===== src/rtl/apb_rmw_pkg.sv =====
`default_nettype none
// ============================================================================
//  Module      : apb_rmw_pkg
//  Description : Shared types and op codes for the APB read-modify-write
//                master: FSM state enum, command op codes and the RMW phase
//                enum, plus a small op-decode helper.
//  Revision    : 1.0  initial release
// ============================================================================
package apb_rmw_pkg;

    typedef enum logic [1:0] {
        IDLE   = 2'd0,
        SETUP  = 2'd1,
        ACCESS = 2'd2
    } state_t;

    // RMW commands run two APB transfers; this tracks which one is on the bus.
    typedef enum logic {
        RD = 1'b0,
        WR = 1'b1
    } phase_t;

    localparam logic [1:0] OP_READ    = 2'b00;
    localparam logic [1:0] OP_WRITE   = 2'b01;
    localparam logic [1:0] OP_RMW_ADD = 2'b10;
    localparam logic [1:0] OP_RMW_CLR = 2'b11;

    // Both RMW op codes have the MSB set.
    function automatic logic is_rmw(input logic [1:0] op);
        return op[1];
    endfunction

endpackage
`default_nettype wire


===== src/rtl/apb_rmw_wdog.sv =====
`default_nettype none
// ============================================================================
//  Module      : apb_rmw_wdog
//  Description : ACCESS-phase watchdog. Counts consecutive enabled cycles and
//                flags expiry on the TIMEOUT_CYC-th one. Only compiled when
//                APB_RMW_TIMEOUT_EN is defined.
//  Ports       : clk, rst      clock / async active-high reset
//                i_clr         restart the count (held while the FSM is in SETUP)
//                i_en          count this cycle (ACCESS with pready low)
//                o_expired     this enabled cycle is the TIMEOUT_CYC-th in a row
//  Revision    : 1.0  initial release
// ============================================================================
`ifdef APB_RMW_TIMEOUT_EN
module apb_rmw_wdog #(
    parameter int TIMEOUT_CYC = 16
) (
    input  logic clk,
    input  logic rst,
    input  logic i_clr,
    input  logic i_en,
    output logic o_expired
);

    localparam int c_CNT_W = (TIMEOUT_CYC > 2) ? $clog2(TIMEOUT_CYC) : 1;
    localparam logic [c_CNT_W-1:0] c_LAST = c_CNT_W'(TIMEOUT_CYC - 1);

    logic [c_CNT_W-1:0] r_cnt;

    // Combinational so the FSM can leave ACCESS on the very cycle that
    // completes the run of stalled cycles.
    assign o_expired = i_en && (r_cnt == c_LAST);

    always_ff @(posedge clk or posedge rst) begin
        if (rst) begin
            r_cnt <= '0;
        end else if (i_clr) begin
            r_cnt <= '0;
        end else if (i_en && !o_expired) begin
            r_cnt <= r_cnt + 1'b1;
        end
    end

endmodule
`endif
`default_nettype wire


===== src/rtl/apb_rmw_master.sv =====
`default_nettype none
// ============================================================================
//  Module      : apb_rmw_master
//  Description : APB master executing single READ / WRITE commands and atomic
//                read-modify-write (add or clear-bits) commands from a simple
//                valid/ready command port. One-cycle response pulse.
//  Ports       : pclk, preset           clock / async active-high reset
//                cmd_valid/cmd_ready    command handshake
//                cmd_op/addr/data       op code, address, write data/operand
//                rsp_valid/data/err     completion pulse, read data, error
//                busy                   command in flight
//                psel..pwdata           APB request outputs
//                prdata/pready/pslverr  APB completion inputs
//  Config      : APB_RMW_TIMEOUT_EN  when defined, an ACCESS phase stalled for
//                TIMEOUT_CYC consecutive cycles is abandoned with rsp_err=1.
//  Revision    : 1.0  initial release
// ============================================================================
module apb_rmw_master
    import apb_rmw_pkg::*;
#(
    parameter int ADDR_W      = 32,
    parameter int DATA_W      = 32,
    parameter int TIMEOUT_CYC = 16
) (
    input  logic              pclk,
    input  logic              preset,
    // command / response
    input  logic              cmd_valid,
    output logic              cmd_ready,
    input  logic [1:0]        cmd_op,
    input  logic [ADDR_W-1:0] cmd_addr,
    input  logic [DATA_W-1:0] cmd_data,
    output logic              rsp_valid,
    output logic [DATA_W-1:0] rsp_data,
    output logic              rsp_err,
    output logic              busy,
    // APB
    output logic              psel,
    output logic              penable,
    output logic              pwrite,
    output logic [ADDR_W-1:0] paddr,
    output logic [DATA_W-1:0] pwdata,
    input  logic [DATA_W-1:0] prdata,
    input  logic              pready,
    input  logic              pslverr
);

    state_t            r_state;
    phase_t            r_phase;
    logic [1:0]        r_op;
    logic [DATA_W-1:0] r_operand;

    logic [DATA_W-1:0] w_wdata_mod;
    logic              w_to_expired;

    assign cmd_ready = (r_state == IDLE);
    assign busy      = (r_state != IDLE);

    // Write-back value for the RMW write phase, built from the live read data
    // in the cycle the read completes. The add wraps (carry dropped).
    always_comb begin
        w_wdata_mod = prdata & ~r_operand;
        if (r_op == OP_RMW_ADD) begin
            w_wdata_mod = prdata + r_operand;
        end
    end

`ifdef APB_RMW_TIMEOUT_EN
    apb_rmw_wdog #(
        .TIMEOUT_CYC (TIMEOUT_CYC)
    ) u_wdog (
        .clk       (pclk),
        .rst       (preset),
        .i_clr     (r_state == SETUP),
        .i_en      ((r_state == ACCESS) && !pready),
        .o_expired (w_to_expired)
    );
`else
    // No watchdog in this build: ACCESS waits for pready indefinitely.
    // TIMEOUT_CYC is never negative, so this is constant false.
    assign w_to_expired = (TIMEOUT_CYC < 0);
`endif

    always_ff @(posedge pclk or posedge preset) begin
        if (preset) begin
            r_state   <= IDLE;
            r_phase   <= RD;
            r_op      <= OP_READ;
            r_operand <= '0;
            psel      <= 1'b0;
            penable   <= 1'b0;
            pwrite    <= 1'b0;
            paddr     <= '0;
            pwdata    <= '0;
            rsp_valid <= 1'b0;
            rsp_err   <= 1'b0;
            rsp_data  <= '0;
        end else begin
            rsp_valid <= 1'b0;
            rsp_err   <= 1'b0;

            case (r_state)
                IDLE: begin
                    if (cmd_valid) begin
                        r_op      <= cmd_op;
                        r_operand <= cmd_data;
                        r_phase   <= RD;
                        psel      <= 1'b1;
                        penable   <= 1'b0;
                        paddr     <= cmd_addr;
                        pwrite    <= (cmd_op == OP_WRITE);
                        pwdata    <= (cmd_op == OP_WRITE) ? cmd_data : '0;
                        r_state   <= SETUP;
                    end
                end

                SETUP: begin
                    penable <= 1'b1;
                    r_state <= ACCESS;
                end

                ACCESS: begin
                    if (pready) begin
                        if (is_rmw(r_op) && (r_phase == RD) && !pslverr) begin
                            // Read half done: keep the pre-modify value for the
                            // response, then start the write-back transfer.
                            rsp_data <= prdata;
                            penable  <= 1'b0;
                            pwrite   <= 1'b1;
                            pwdata   <= w_wdata_mod;
                            r_phase  <= WR;
                            r_state  <= SETUP;
                        end else begin
                            r_state   <= IDLE;
                            psel      <= 1'b0;
                            penable   <= 1'b0;
                            pwrite    <= 1'b0;
                            paddr     <= '0;
                            pwdata    <= '0;
                            rsp_valid <= 1'b1;
                            rsp_err   <= pslverr;
                            // RMW write phase keeps the value captured on read.
                            if (r_op == OP_WRITE) begin
                                rsp_data <= '0;
                            end else if (r_phase == RD) begin
                                rsp_data <= prdata;
                            end
                        end
                    end else if (w_to_expired) begin
                        r_state   <= IDLE;
                        psel      <= 1'b0;
                        penable   <= 1'b0;
                        pwrite    <= 1'b0;
                        paddr     <= '0;
                        pwdata    <= '0;
                        rsp_valid <= 1'b1;
                        rsp_err   <= 1'b1;
                        rsp_data  <= '0;
                    end
                end

                default: begin
                    r_state <= IDLE;
                    psel    <= 1'b0;
                    penable <= 1'b0;
                    pwrite  <= 1'b0;
                    paddr   <= '0;
                    pwdata  <= '0;
                end
            endcase
        end
    end

endmodule
`default_nettype wire


===== config.mk =====
export PLATFORM = sky130hd
export DESIGN_NAME = apb_rmw_master
export DESIGN_NICKNAME = d
export VERILOG_FILES = /design/src/rtl/apb_rmw_pkg.sv /design/src/rtl/apb_rmw_wdog.sv /design/src/rtl/apb_rmw_master.sv
export SDC_FILE = /design/constraint.sdc
export NUM_CORES = 1
export LEC_CHECK = 0
export ABC_CLOCK_PERIOD_IN_PS = 5210
export BUFFER_PORTS_ARGS = -buffer_cell sky130_fd_sc_hd__buf_2
export CAP_MARGIN = 5
export CORE_MARGIN = 8
export CORE_UTILIZATION = 37
export CTS_BUF_LIST = sky130_fd_sc_hd__clkbuf_8
export DETAILED_ROUTE_END_ITERATION = 10
export PLACE_DENSITY = 0.62
export SLEW_MARGIN = 0
export SYNTH_ARGS = -nofsm -noshare
export SYNTH_HDL_FRONTEND = slang
export SYNTH_SLANG_ARGS = --single-unit

===== constraint.sdc =====
create_clock -name pclk -period 5.21 [get_ports pclk]
set_input_delay 1.042 -clock pclk [delete_from_list [all_inputs] [get_ports pclk]]
set_output_delay 1.042 -clock pclk [all_outputs]
set_load 0.005 [all_outputs]

; ---- After elaboration in Yosys (flattened, before gate mapping)
; Cells that the tools add are included.
[op_classes]
n_addsub = 1
n_bitwise = 4
eq_ne = 10
div_mod_pow = 0
order_cmp = 0
n_mul = 0
n_reduce_logical = 12
shifts = 0
n_mux = 37
[op_table]
columns = operator, n
row1 = $mux 32, 11
row2 = $pmux 32 s3, 2
row3 = $add 32x32->32, 1
row4 = $and 32x32->32, 1
row5 = $not 32->32, 1
row6 = $mux 1, 17
row7 = $pmux 1 s3, 3
row8 = $ne 2x2->1 const B, 4
row9 = $reduce_and 4->1, 2
row10 = $eq 2x1->1 const B, 3
row11 = $pmux 2 s3, 1
row12 = $reduce_and 3->1, 2
row13 = $eq 2x2->1 const B, 2
row14 = $mux 2, 2
row15 = $reduce_and 2->1, 2
row16 = $reduce_bool 2->1, 2
row17 = $ne 3x1->1 const B, 1
row18 = $logic_and 1x1->1, 2
row19 = $logic_not 2->1, 1
row20 = $not 1->1, 2
row21 = $pmux 1 s2, 1
row22 = $logic_not 1->1, 1
[word_totals]
rom_bits = 0
wordCells = 76
ramBits = 0
memories = 0
latchBits = 0
regBits = 138

; ---- Depth between registers and ports, before layout
; Gate-level depths: netlist of the first run.
[depth]
ltp_word = 6
mapped_depth = 12
ltp_nobuf = 12

; ---- Least setup slack after synthesis of the first run
; OpenSTA, ideal clock, no wires.
[synth_path]
kind = input to register
startpoint = in prdata[0]
endpoint = reg pwdata[16]
path_slack_ns = 2.063
stages = 12
arrival_time_ns = 3.009
cell_sequence = ha_1 > inv_1 > fa_1 > o21bai_1 > a221oi_1 > o211ai_2 > a21boi_1 > or4_1 > a21oi_1 > nor2_1 > xnor2_1 > o21ai_0
[synth_between]
elab_chain_len = 5
[synth_rtl]
columns = item, line_no
row1 = "start, declared", apb_rmw_master.sv:43  ; input logic [DATA_W-1:0] prdata,
row2 = $add 32x32->32, apb_rmw_master.sv:64  ; w_wdata_mod = prdata + r_operand;
row3 = $mux 32, apb_rmw_master.sv:63  ; if (r_op == OP_RMW_ADD) begin
row4 = $mux 32, apb_rmw_master.sv:124  ; if (is_rmw(r_op) && (r_phase == RD) && !pslverr) begin
row5 = $mux 32, apb_rmw_master.sv:123  ; if (pready) begin
row6 = $pmux 32 s3, apb_rmw_master.sv:102  ; case (r_state)
row7 = "end signal, assigned", apb_rmw_master.sv:112  ; pwdata <= (cmd_op == OP_WRITE) ? cmd_data : '0;
row8 = "end signal, assigned", apb_rmw_master.sv:130  ; pwdata <= w_wdata_mod;
row9 = "end, declared", apb_rmw_master.sv:42  ; output logic [DATA_W-1:0] pwdata,
; No other way between the ends. The select of a mux whose other input is x is not followed.
; A chain may end at the register's enable or synchronous reset.

; ---- Final worst setup path of the first run
[layout_path]
startpoint = in prdata[0]
endpoint = reg pwdata[30]
; Same word-level chain as after synthesis.

==> results of run 1 <==
-- layout by cell type (no fill, tap or decap), types with 3 or more instances in the layout --
| master | instances |
|---|---|
| a22o_1 | 32 |
| xnor2_1 | 24 |
| o211ai_1 | 3 |
| o21bai_1 | 7 |
| xor2_1 | 3 |
| and3_1 | 3 |
| o31a_1 | 3 |
| a31oi_1 | 3 |
| inv_6 | 7 |
| a221o_1 | 3 |
| nor4_1 | 3 |
| nor3_1 | 9 |
| clkbuf_8 | 17 |
| a211oi_1 | 5 |
| nor2_1 | 45 |
| a22oi_1 | 6 |
| inv_8 | 7 |
| a21oi_1 | 43 |
| o21ai_0 | 97 |
| nand2b_1 | 7 |
| o31ai_1 | 4 |
| buf_2 | 205 |
| ha_1 | 63 |
| nor2b_1 | 9 |
| o21a_1 | 3 |
| buf_4 | 10 |
| a222oi_1 | 19 |
| dfrtp_1 | 137 |
| inv_1 | 58 |
| nand2_1 | 131 |
| o21ai_1 | 7 |
-- worst min-delay path by stage --
stage | startpoint | slack (ps) | cells past startpoint | endpoint
after floorplan | psel | 470 | 2 | psel
after global placement | rsp_data[26] | 460 | 2 | rsp_data[26]
after detailed placement | psel | 460 | 2 | psel
after CTS | rsp_data[17] | 490 | 2 | rsp_data[17]
after global routing | rsp_data[15] | 500 | 2 | rsp_data[15]
final | rsp_data[20] | 480 | 2 | rsp_data[20]
-- routing by layer --
| metal | part of all wire, % | global-route usage [%] | up-vias |
|---|---|---|---|
| met2 | 47 | 30.1 | 186 |
| met5 | 0.25 | 0 | - |
| li1 | - | - | 3225 |
| met3 | 7.1 | 6.51 | 25 |
| met4 | 0.78 | 3.68 | 10 |
| met1 | 45 | 22.6 | 3150 |
-- flip-flops by register name, indices dropped and copies added, names as in the netlist --
| name | count |
|---|---|
| r_phase | 1 |
| penable | 1 |
| paddr | 32 |
| r_state | 1 |
| r_operand | 32 |
| rsp_err | 1 |
| rsp_valid | 1 |
| r_op | 2 |
| psel | 1 |
| pwrite | 1 |
| pwdata | 32 |
| rsp_data | 32 |
-- kinds of logic (layout without fill, tap and decap cells) --
logic type                 after synthesis  in the layout  synth area share [%]
AOI/OAI and AO/OA                      259            259                  22.9
xor gates and xnor gates                27             27                  3.14
adders and majority gates               64             64                  10.7
buffers and inverters                   98            306                  4.88
DFF                                    137            137                  45.5
muxes                                    2              2                 0.282
other                                    0              2                     0
and+or+nand+nor                        222            222                  12.6
-- metrics by stage --
| step | instance area [sq um] | std cells |
|---|---|---|
| final | 9280 | 1289 |
| after global routing | 9280 | 1288 |
| after CTS | 9280 | 1287 |
| after detailed placement | 8850 | 1255 |
| after global placement | 8850 | 1255 |
| after floorplan | 7540 | 809 |
-- synth_stat cells, types with 2 or more instances --
master	number	area, sq um
nand2_1	131	492
o31a_1	3	26.3
nand4_1	2	12.5
a21boi_1	2	15.0
xnor2_1	24	210
nor2_1	47	176
nor2b_1	9	56.3
a211oi_1	5	37.5
o21bai_1	7	52.6
a31oi_1	3	18.8
a21o_1	3	22.5
nor3_1	9	45.0
a22oi_1	6	45.0
inv_1	59	221
a21oi_1	43	215
nor4_1	3	18.8
o211ai_1	3	22.5
clkbuf_1	39	146
nand2b_1	7	43.8
and3_1	3	18.8
a222oi_1	19	190
o21ai_1	8	40.0
o21a_1	3	22.5
nand3_1	2	10.0
a221o_1	3	30.0
o21ai_0	97	485
dfrtp_1	137	3430
a22o_1	32	280
xor2_1	3	26.3
a221oi_1	2	17.5
ha_1	63	788
o31ai_1	4	30.0
-- final cells by class --
cell class | instances | share of cell area, %
diodes | 2 | 0.0539
clock buffers | 17 | 2.52
clock inverters | 15 | 2.06
inverters | 59 | 2.44
multi-input cells | 574 | 40.5
flip-flops and latches | 137 | 36.9
well taps | 270 | 3.64
repair buffers | 215 | 11.9
-- worst reg2reg max path, delay by kind of cell (launching register included) --
family	cells	cell delay [ps]
xor+xnor	1	160
buf+inv	1	50
flops	1	360
compound gates	6	1090
fa+ha+maj	2	570
simple gates	2	480
-- power groups by stage --
stage | logic, mW | registers (mW) | clock network (mW)
CTS | 2.61 | 1.75 | 1.01
detailed placement | 2.61 | 1.76 | 0
finish | 2.58 | 1.75 | 0.983
global placement | 2.57 | 1.75 | 0
global route | 2.92 | 1.81 | 1.05
floorplan | 1.70 | 1.76 | 0
==> metrics.md, run 1 <==
| Metric | Value |
|---|---|
| CTS sink count | `137` |
| Vias in the first global route | `6821` |
| Die Ht | `159 um` |
| Top Ports | `206` |
| Cell row count | `52` |
| CTS tree | `done` |
| P_int | `3.03 mW` |
| Seq pwr share | `32.9%` |
| Clock slew at reported path FFs | `90 ps` |
| Seq. cell area | `3430 sq um` |
| Synth Register Bits | `137` |
| Worst hold slack | `477 ps` |
| Top delay family on crit path | `compound AO/OA/AOI/OAI gates` |
| Number of hold buffers added after CTS | `0` |
| CP Capture Type | `flip-flop` |
| Initial core utilization | `37.5%` |
| Pwr/cell area | `571 nW/um^2` |
| Pins Over Slew Limit | `0` |
| Switching pwr | `2.28 mW` |
| Drt pass-1 iters | `5` |
| Initial antenna violation count | `6` |
| CTS H-tree lvls | `4` |
| Critical path required time | `5530 ps` |
| Mapped cell area | `7540 sq um` |
| Worst reg2reg startpoint | `r_operand[0]` |
| Synth cell types | `60` |
| CP startpoint | `prdata[0]` |
| Slew HR | `26.6%` |
| Fillers | `1975` |
| # Post-CTS Setup Buffers | `0` |
| Worst path max stage delay | `400 ps` |
| Slew @ Worst Pin | `1100 ps` |
| R2R depth | `12` |
| # port buffers | `205` |
| Final wirelength | `23000 um` |
| Critical path type | `primary input to flip-flop` |
| Reg2Reg Setup Slack | `2360 ps` |
| CP max stage cell | `fa_1` |
| CTS max path bufs | `2` |
| Startpoint Class | `primary input` |
| Post-synth ARST share | `100%` |
| Drc violations | `0` |
| GRT Total Usage | `18.2%` |
| Place WS | `1570 ps` |
| Post-synth EDFFs | `0` |
| Switching part of the total | `42.9%` |
| CP arrival | `3510 ps` |
| Crit path capture | `pwdata[30]` |
| Fin crit share | `61.3%` |
| Final Critical Period | `3190 ps` |
| Grt total ovfl | `0` |
| Die Wd | `159 um` |
| Comb pwr share | `48.6%` |
| Final Core Density | `46.2%` |
| Leakage power | `4.75 nW` |
| Fin nets | `1171` |
| Synthesized Nets | `976` |
| Setup TNS | `0 ps` |
| DRT iter0 DRCs | `380` |
| Post-cts sizing count | `0` |
| Wire per inst | `17.9 um` |
| Fraction of layout cells with a size suffix above 1 | `25.9%` |
| Sequential share of the synthesized area | `45.5%` |
| Post-route worst setup slack | `2020 ps` |
| Syn_area_per_cell | `9.32 sq um` |
| Top FF cell, synth | `dfrtp_1` |
| Instance count on the critical path | `13` |
| CTS Root Cell | `clkbuf_8` |
| Die ar. | `25200 sq um` |
| Gpl congestion | `0.878` |
| Post-Syn Instances | `809` |
| Worst Hold Class | `flip-flop to flip-flop` |
| Yosys warns | `0` |
| RSZ-0062 raised after global routing | `no` |
| Worst-Skew Late Latency | `460 ps` |
| Drt via density | `5.12` |
| Core Area | `20100 sq um` |
| Clk pwr share | `18.5%` |
| Worst path bufs/invs | `2` |
| Post-route ant nets | `0` |
| Area of the multi-input gates | `3760 sq um` |
| Final Hold Viols | `0` |
| Area Overhead vs Synth | `23.1%` |
| Worst VDD drop | `0.000298 V` |
| Largest net degree at the start of global routing | `101` |
| Post-DP HPWL | `17100 um` |
| Reg2reg end | `pwdata[30]` |
| First-pass GRT wire length | `37300 um` |
| Vias | `6596` |
| Worst-path cell chain | `buf_2 > ha_1 > inv_1 > fa_1 > o21bai_1 > a221oi_1 > o211ai_2 > nand2_1 > nor3_1 > o311ai_1 > a21oi_1 > xor2_1 > o21ai_1` |
| Fmax | `313 MHz` |
| Clock Skews | `13.5 ps` |
| Total power | `5.30 mW` |
| Status | `finished clean` |
| Endpoints failing setup | `0` |
| Crit-path max FO | `4` |
| Max-cap violations | `0` |
| TritonCTS Buffers | `17` |
(Power assumes the default switching activity.)
==> run 2, diff against run 1 <==
--- a/config.mk
+++ b/config.mk
@@ -5,14 +5,15 @@
 export SDC_FILE = /design/constraint.sdc
 export NUM_CORES = 1
 export LEC_CHECK = 0
-export ABC_CLOCK_PERIOD_IN_PS = 5210
+export ABC_AREA = 1
+export ABC_CLOCK_PERIOD_IN_PS = 2600
 export BUFFER_PORTS_ARGS = -buffer_cell sky130_fd_sc_hd__buf_2
 export CAP_MARGIN = 5
 export CORE_MARGIN = 8
 export CORE_UTILIZATION = 37
 export CTS_BUF_LIST = sky130_fd_sc_hd__clkbuf_8
 export DETAILED_ROUTE_END_ITERATION = 10
-export PLACE_DENSITY = 0.62
+export PLACE_DENSITY = 0.63
 export SLEW_MARGIN = 0
 export SYNTH_ARGS = -nofsm -noshare
 export SYNTH_HDL_FRONTEND = slang
==> constraint.sdc (replaced) <==
create_clock -name pclk -period 2.6 [get_ports pclk]
set_input_delay 0.52 -clock pclk [delete_from_list [all_inputs] [get_ports pclk]]
set_output_delay 0.52 -clock pclk [all_outputs]
set_load 0.005 [all_outputs]
==> metrics.md, run 2 <==
| Metric | Value |
|---|---|
| Core Area | `23300 sq um` |
| Pins Over Slew Limit | `0` |
| Startpoint Class | `flip-flop` |
| Most frequent cells after synthesis | `nand2_1, inv_1, dfrtp_1` |
| Clock slew at reported path FFs | `110 ps` |
| CP arrival | `2650 ps` |
| Post-synth ARST share | `100%` |
| Yosys warns | `0` |
| P_int | `6.06 mW` |
| Most common cell after layout, fill and taps aside | `nand2_1` |
| Worst-path cell chain | `ha_1 > inv_1 > fa_1 > inv_1 > nand3_1 > nand3_2 > nand2_1 > nand2_1 > nand2_1 > nand4_1 > nand3_1 > nand2_1 > nand2_1 > nand2_1 > nand2_1` |
| Fin crit share | `88.6%` |
| Fillers | `2511` |
| Total power | `11.7 mW` |
| Switching part of the total | `48.0%` |
| Slew @ Worst Pin | `825 ps` |
| Final Core Density | `45.4%` |
| Multiplexer share of the synthesized area | `0%` |
| Worst VDD drop | `0.00138 V` |
| Drc violations | `0` |
| Critical path type | `flip-flop to flip-flop` |
| Initial core utilization | `37.5%` |
| Status | `finished clean` |
| Diodes inserted | `0` |
| Most frequent cells in the layout | `nand2_1, inv_1, buf_2` |
| Top Ports | `206` |
| Die Ht | `170 um` |
| Fmax | `434 MHz` |
| Fraction of layout cells with a size suffix above 1 | `19.7%` |
| Slew HR | `44.9%` |
| First-pass GRT wire length | `44400 um` |
| Crit path top cell by count | `nand2_1` |
| Die ar. | `28800 sq um` |
| Post-Synth XOR/XNOR Area | `0.300%` |
| Wire per inst | `15.6 um` |
| Area Overhead vs Synth | `21.3%` |
| Max-cap violations | `0` |
| GRT Total Usage | `19.4%` |
| Syn_area_per_cell | `7.13 sq um` |
| Crit-path max FO | `4` |
| Number of hold buffers added after CTS | `0` |
| Vias | `8287` |
| Post-route worst setup slack | `297 ps` |
| Post-DP HPWL | `21000 um` |
| CP max stage cell | `fa_1` |
| CTS tree | `done` |
| Largest net degree at the start of global routing | `79` |
| RSZ-0062 raised after global routing | `no` |
| Grt total ovfl | `0` |
| Drt pass-1 iters | `5` |
| Gpl congestion | `0.944` |
| # Post-CTS Setup Buffers | `0` |
| Sequential share of the synthesized area | `39.2%` |
| CP Capture Type | `flip-flop` |
| Setup TNS | `0 ps` |
| Leakage power | `6.09 nW` |
| Clock Skews | `25.1 ps` |
| Post-Syn Instances | `1227` |
| Worst-Skew Late Latency | `460 ps` |
| # port buffers | `205` |
| Synth Register Bits | `137` |
| Most frequent cell after synthesis | `nand2_1` |
| Yosys top cell by area | `dfrtp_1` |
| DRT iter0 DRCs | `609` |
| Clk pwr share | `16.3%` |
| Vias in the first global route | `8333` |
| Fin nets | `1594` |
| Place WS | `82.6 ps` |
| Post-synthesis simple-gate area fraction | `27.4%` |
| Final Critical Period | `2300 ps` |
| Synth top area share | `39.2%` |
| Critical path required time | `2950 ps` |
| Synthesized Nets | `1394` |
| Seq pwr share | `30.5%` |
| Pwr/cell area | `1100 nW/um^2` |
| Post-synth EDFFs | `0` |
| CTS H-tree lvls | `4` |
| Synth Area in Compound Gates | `12.5%` |
| Post-cts sizing count | `0` |
| Endpoints failing setup | `0` |
| Cell row count | `56` |
| CTS Root Cell | `clkbuf_8` |
| Top FF cell, synth | `dfrtp_1` |
| Mapped cell area | `8740 sq um` |
| Synth cell types | `31` |
| Die Wd | `170 um` |
| CTS sink count | `137` |
| Adder-Cell Fraction of Synth Area | `9.24%` |
| Post-route ant nets | `0` |
| Initial antenna violation count | `2` |
| Final wirelength | `27400 um` |
| TritonCTS Buffers | `17` |
| Cells taking the most area after synthesis | `dfrtp_1, nand2_1, ha_1` |
| Largest family of logic cells by synthesized area | `simple AND/OR/NAND/NOR gates` |
| Comb pwr share | `53.1%` |
| Switching pwr | `5.59 mW` |
| Drt via density | `4.71` |
| Worst path max stage delay | `390 ps` |
| CTS max path bufs | `2` |
| Worst Hold Class | `primary input to asynchronous set/reset pin` |
| Final Hold Viols | `0` |
[run 2: path summary, 6_finish.rpt]
| kind | depth (start not counted) | start | slack (ps) | endpoint |
|---|---|---|---|---|
| max | 15 | r_operand[0] | 300 | pwdata[26] |
| min | 2 | preset | 210 | pwdata[19] |
| max reg2reg | 15 | r_operand[0] | 300 | pwdata[26] |
| min reg2reg | 2 | pwdata[3] | 480 | pwdata[3] |
| max in group asynchronous | 3 | preset | 1720 | r_operand[26] |
| min in group pclk | 2 | cmd_addr[0] | 270 | paddr[0] |
[run 2: kinds of logic (layout without fill, tap and decap cells)]
logic type / after synthesis / count (layout)
flip-flops: 137 / 137
buffers and inverters: 257 / 470
AO/OA/AOI/OAI: 180 / 180
AND/OR/NAND/NOR: 586 / 586
adder cells (fa/ha/maj): 64 / 64
XOR/XNOR: 3 / 3
[run 2: area by class of cell]
| type | instances | area [sq um] | area share [%] |
|---|---|---|---|
| multi-input cells | 833 | 4340 | 40.9 |
| flip-flops and latches | 137 | 3430 | 32.3 |
| repair buffers | 221 | 1180 | 11.2 |
| inverters | 217 | 823 | 7.76 |
| well taps | 319 | 399 | 3.76 |
| clock buffers | 17 | 234 | 2.21 |
| clock inverters | 15 | 198 | 1.86 |
[run 2: routing by layer]
metal | GRT usage (%) | vias up | wire (um)
met5 | 0 | - | 27
met4 | 5.77 | 4 | 577
met3 | 4.44 | 32 | 1650
met2 | 30.7 | 249 | 12200
met1 | 26.1 | 3769 | 13000
li1 | - | 4233 | -
[run 2: worst max-delay path: cells and delay by family, from the launching register on]
family,cells,cell delay (ps)
buf+inv,2,160
flops,1,380
simple gates,11,1060
fa+ha+maj,2,590
[run 2: power groups by stage]
stage	logic [mW]	registers, mW	clock network, mW
after floorplan	4.01	3.58	0
after global placement	6.17	3.59	0
after detailed placement	6.23	3.57	0
after CTS	6.26	3.56	1.97
after global routing	7.11	3.68	2.06
final	6.19	3.56	1.90
[run 2: through the flow]
stage                     instances  hold slack [ps]  area [sq um]
after global placement         1727              459         10200
final                          1759              206         10600
after floorplan                1227              465          8750
after detailed placement       1727              460         10200
after CTS                      1759              216         10600
after global routing           1759              231         10600
